### src/rtl/encoder_fec.sv
// Loopback FEC: two extended Hamming (8,4) SEC-DED codewords per byte, a channel
// register that can be corrupted, then syndrome decode with single-bit correction.
package encoder_fec_pkg;
  typedef logic [7:0] message_data_t;
endpackage

module encoder_fec
  import encoder_fec_pkg::*;
(
  input  logic          clk,
  input  logic          rst_n,
  input  logic          en,
  input  logic          req,
  input  message_data_t data_in,
  output logic          ack,
  output message_data_t data_out
);

  // Channel register: [3]/[2] hold the high-nibble codeword, [1]/[0] the low one.
  logic [3:0][3:0] modulated_message;
  logic [3:0][3:0] modulated_message_d;

  logic          valid1_q, valid1_d;
  logic          ack_q, ack_d;
  message_data_t data_out_q, data_out_d;
  message_data_t decoded;

  function automatic logic [7:0] encode(input logic [3:0] d);
    logic [7:0] c;
    c    = '0;
    c[3] = d[0];
    c[5] = d[1];
    c[6] = d[2];
    c[7] = d[3];
    c[1] = d[0] ^ d[1] ^ d[3];
    c[2] = d[0] ^ d[2] ^ d[3];
    c[4] = d[1] ^ d[2] ^ d[3];
    c[0] = ^c[7:1];
    return c;
  endfunction

  // Overall parity separates single errors (correctable) from doubles (left alone).
  function automatic logic [3:0] decode(input logic [7:0] c);
    logic [7:0] cc;
    logic [2:0] s;
    logic       p;
    cc   = c;
    s[0] = c[1] ^ c[3] ^ c[5] ^ c[7];
    s[1] = c[2] ^ c[3] ^ c[6] ^ c[7];
    s[2] = c[4] ^ c[5] ^ c[6] ^ c[7];
    p    = ^c;
    if (p && (s != 3'd0)) begin
      cc[s] = ~cc[s];
    end
    return {cc[7], cc[6], cc[5], cc[3]};
  endfunction

  assign decoded = {decode({modulated_message[3], modulated_message[2]}),
                    decode({modulated_message[1], modulated_message[0]})};

  always_comb begin
    modulated_message_d = modulated_message;
    valid1_d            = 1'b0;
    ack_d               = valid1_q;
    data_out_d          = data_out_q;
    if (en && req) begin
      modulated_message_d = {encode(data_in[7:4]), encode(data_in[3:0])};
      valid1_d            = 1'b1;
    end
    if (valid1_q) begin
      data_out_d = decoded;
    end
  end

  always_ff @(posedge clk or negedge rst_n) begin
    if (!rst_n) begin
      modulated_message <= '0;
      valid1_q          <= 1'b0;
      ack_q             <= 1'b0;
      data_out_q        <= '0;
    end else begin
      modulated_message <= modulated_message_d;
      valid1_q          <= valid1_d;
      ack_q             <= ack_d;
      data_out_q        <= data_out_d;
    end
  end

  assign ack      = ack_q;
  assign data_out = data_out_q;

endmodule

### config.mk
export PLATFORM = sky130hd
export DESIGN_NAME = encoder_fec
export DESIGN_NICKNAME = d
export VERILOG_FILES = /design/src/rtl/encoder_fec.sv
export SDC_FILE = /design/constraint.sdc
export NUM_CORES = 1
export LEC_CHECK = 0
export ABC_AREA = 1
export CAP_MARGIN = 0
export CORE_MARGIN = 2
export CORE_UTILIZATION = 40
export CTS_CLUSTER_SIZE = 8
export DETAILED_ROUTE_END_ITERATION = 7
export SETUP_SLACK_MARGIN = 0.02
export SYNTH_ARGS = -nofsm -noshare
export SYNTH_HDL_FRONTEND = slang
export SYNTH_SLANG_ARGS = --single-unit
### constraint.sdc
create_clock -name clk -period 1.5 [get_ports clk]
set_input_delay 0.3 -clock clk [delete_from_list [all_inputs] [get_ports clk]]
set_output_delay 0.3 -clock clk [all_outputs]
set_load 0.005 [all_outputs]
==> summary.md <==
| Metric | Value |
|---|---|
| Status | `finished, violations left` |
| Failing checks | `setup timing` |
| H-tree level count | `1` |
| Post-Syn Instances | `between 200 and 250` |
| DP Area | `roughly 0.0022 mm2` |
| Worst Max-Slew Pin Slew | `0.483 ns` |
| Xor/xnor share of the synthesized area | `about an eighth` |
| Skew-Pair Late Insertion Delay | `0.27 ns` |
| TritonCTS Buffers | `3` |
| Complex-gate fraction of the synthesized area | `under 10%` |
| Core area | `0.00429 mm2` |
| Dominant cells by area after synthesis | `dfrtp_1 37%, nand2_1 18%, nand3_1 6.9%` |
| Reg2Reg Setup Slack | `-0.09 ns` |
| Synthesized-area fraction occupied by adder cells | `0%` |
| Max Cap Viol | `0` |
| Syn_area_per_cell | `7.20 um2` |
| Library cells used by synthesis | `24` |
| Final setup fails | `8` |
| DRC | `0` |
| GP Congestion | `between 0.8 and 0.9` |
| Crit Path Max Fanout | `6` |
| Reg clk slew, reported paths | `0.09 ns` |
| Final cycle utilization of the critical path | `106%` |
| Synth warn | `0` |
| Die H | `between 70 and 80 um` |
| Vias in the first global route | `about 1600` |
| Synth top area share | `between 30% and 40%` |
| DP HPWL | `roughly 2800 um` |
| Cell taking the most area after synthesis | `dfrtp_1` |
| Setup WS post-layout | `-0.0861 ns` |
| Power Density | `about 1300 mW/mm2` |
| Final ANT Viol Nets | `0` |
| CTS root buffer | `clkbuf_8` |
| CP arrival | `between 1.5 and 2 ns` |
| WL/cell | `~11 um` |
| Cell area after layout | `roughly 0.0026 mm2` |
| Hold path startpoint | `ack_d$_DFF_PN0_` |
| Port bufs | `20` |
| Worst hold stages | `0` |
| Unrepaired setup endpoints after global routing | `true` |
| TritonCTS clock tree | `yes` |
| Initial Util | `between 40% and 50%` |
| Final hold violations | `0` |
| Largest family of logic cells by synthesized area | `simple AND/OR/NAND/NOR gates` |
| Crit end category | `flip-flop` |
| Max-slew violation count | `0` |
| Final wirelength | `roughly 4000 um` |
| Max clock buf depth | `2` |
| Post-synthesis simple-gate area fraction | `around two fifths` |
| Vias per cell | `~4.6` |
| # diodes | `0` |
| Register area share after synthesis | `a little under two fifths` |
| DRT Pass-1 Iters | `4` |
| Fin crit period | `about 1.6 ns` |
| WP data required | `approximately 1.7 ns` |
| Initial antenna violation count | `0` |
| Nets | `about 320` |
| Seq cells post-synth | `26` |
| Reg2reg end | `data_out[5]$_DFFE_PN0P_` |
| GR Overflow Total | `0` |
| Global-route wire length before repair | `6990 um` |
| DRT iter0 DRCs | `51` |
| Crit path cell chain | `nand2_2 -> inv_4 -> nor2_8 -> nand2_1 -> nand2_4 -> nor2_1 -> a21oi_1 -> nand2_2 -> nand2_4 -> nand2_2 -> nand2_1 -> nand2_1` |
| Slowest Stage Delay on Critical Path | `roughly 0.45 ns` |
| Leak | `about 1.2 nW` |
| Critical path class | `flip-flop to flip-flop` |
| Ports | `21` |
| Worst setup SP type | `flip-flop` |
| Worst Skew | `approximately 0.002 ns` |
| Path depth of the worst reg2reg path | `12` |
| WHS | `between 0.3 and 0.4 ns` |
| Hold Crit Class | `flip-flop to flip-flop` |
| Min-Delay Endpoint | `ack$_DFF_PN0_` |
| Util after Layout | `approximately 60%` |
| Maximum VDD drop | `between 0.4 and 0.5 mV` |
| R2r startpoint | `modulated_message[14]$_DFFE_PN0P_` |
| Synthesized net count | `255` |
| Area Growth Syn to Fin | `48.4%` |
| Die span in x | `roughly 70 um` |
| Share of cells above drive strength 1 | `between 40% and 50%` |
| Rows | `24` |
| Post-synthesis mux area share | `0%` |
| Slew margin rel. | `between 60% and 70%` |
| Synthesized cell area | `roughly 0.0017 mm2` |
| Vias post-DR | `between 1500 and 2000` |
| Fmax | `about 630 MHz` |
| Area of the die | `around 0.0049 mm2` |
| Slowest-stage cell, CP | `dfrtp_2` |
| # clock sinks | `26` |
| Largest net degree at the start of global routing | `27` |
| Total track usage | `roughly 17%` |
-- cell usage in the layout, fill, tap and decap left out, drive strengths merged --
cell type      count
o211ai             1
nand2             91
nor2              32
xnor2             11
dfrtp             26
clkbuf             3
clkinv             1
a22oi              1
bufinv             1
xor2               9
buf               42
inv               21
a21oi              5
o21ai             14
clkdlybuf4s50     20
nand3             27
-- worst max-delay path by stage --
stage,startpoint,end,slack [ns],cells past startpoint
finish,modulated_message[14]$_DFFE_PN0P_,data_out[5]$_DFFE_PN0P_,-0.09,12
global route,modulated_message[14]$_DFFE_PN0P_,data_out[5]$_DFFE_PN0P_,-0.21,12
CTS,modulated_message[9]$_DFFE_PN0P_,data_out[6]$_DFFE_PN0P_,-0.07,13
detailed placement,modulated_message[3]$_DFFE_PN0P_,data_out[2]$_DFFE_PN0P_,-0.15,14
global placement,modulated_message[3]$_DFFE_PN0P_,data_out[2]$_DFFE_PN0P_,-0.13,14
floorplan,modulated_message[3]$_DFFE_PN0P_,data_out[0]$_DFFE_PN0P_,0.03,15
-- what timing repair did --
action,in CTS,in global routing
hold buffers,0,0
pin swaps,10,22
setup endpoints to repair,8,10
setup buffers,5,6
resized for setup,22,43
-- metal layers --
layer | vias up | wire length, um | global-route usage (%)
li1 | 887 | - | -
met1 | 738 | 1960 | 23.8
met2 | 23 | 1940 | 28.7
met3 | 4 | 86 | 2.45
met4 | 0 | 31 | 3.85
met5 | - | 0 | 0
-- cell type report --
type	instances	area [um2]
Fill cell	393	1700
Multi-Input combinational cell	191	1190
Sequential cell	26	658
Timing Repair Buffer	62	523
Inverter	22	87.6
Tap cell	52	65.1
Clock buffer	3	41.3
Clock inverter	1	30.0
-- worst max-delay path: cells and delay by family, from the launching register on --
family          cells  cell delay, ns
simple gates       10            0.81
flops               1            0.45
compound gates      1            0.17
buf+inv             1            0.05
-- registers in the layout (all words and copies together), names as in the netlist --
| name | flops |
|---|---|
| ack_d | 1 |
| modulated_message | 16 |
| ack | 1 |
| data_out | 8 |
-- cell usage after synthesis (all sizes together) --
library cell	instances
inv	20
xnor2	11
buf	1
nor2	32
clkbuf	3
nand3	27
a21oi	5
o211ai	1
xor2	9
clkinv	2
nand2	91
o21ai	14
dfrtp	26
a22oi	1
-- report_power, final --
| group | leakage [nW] | internal (mW) | total, mW | switching (mW) |
|---|---|---|---|---|
| Sequential | 0.313 | 0.828 | 0.945 | 0.117 |
| Clock | 0.0357 | 0.357 | 0.591 | 0.234 |
| Combinational | 0.898 | 0.871 | 1.82 | 0.947 |
-- metrics by stage --
stage	power, mW	instances	worst slack [ns]	setup TNS (ns)
2_1_floorplan	1.83	243	0.0284	0
3_3_place_gp	2.34	342	-0.129	-0.706
3_5_place_dp	2.35	342	-0.153	-0.811
4_1_cts	3.08	351	-0.0672	-0.373
5_1_grt	3.59	357	-0.207	-1.49
6_report	3.35	357	-0.0861	-0.532
-- cells by family after synthesis --
kind of cell              count (synthesis)
DFF                                      26
buffers and inverters                    26
xor gates and xnor gates                 20
AOI/OAI and AO/OA                        21
and+or+nand+nor                         150
(Power assumes the default switching activity.)
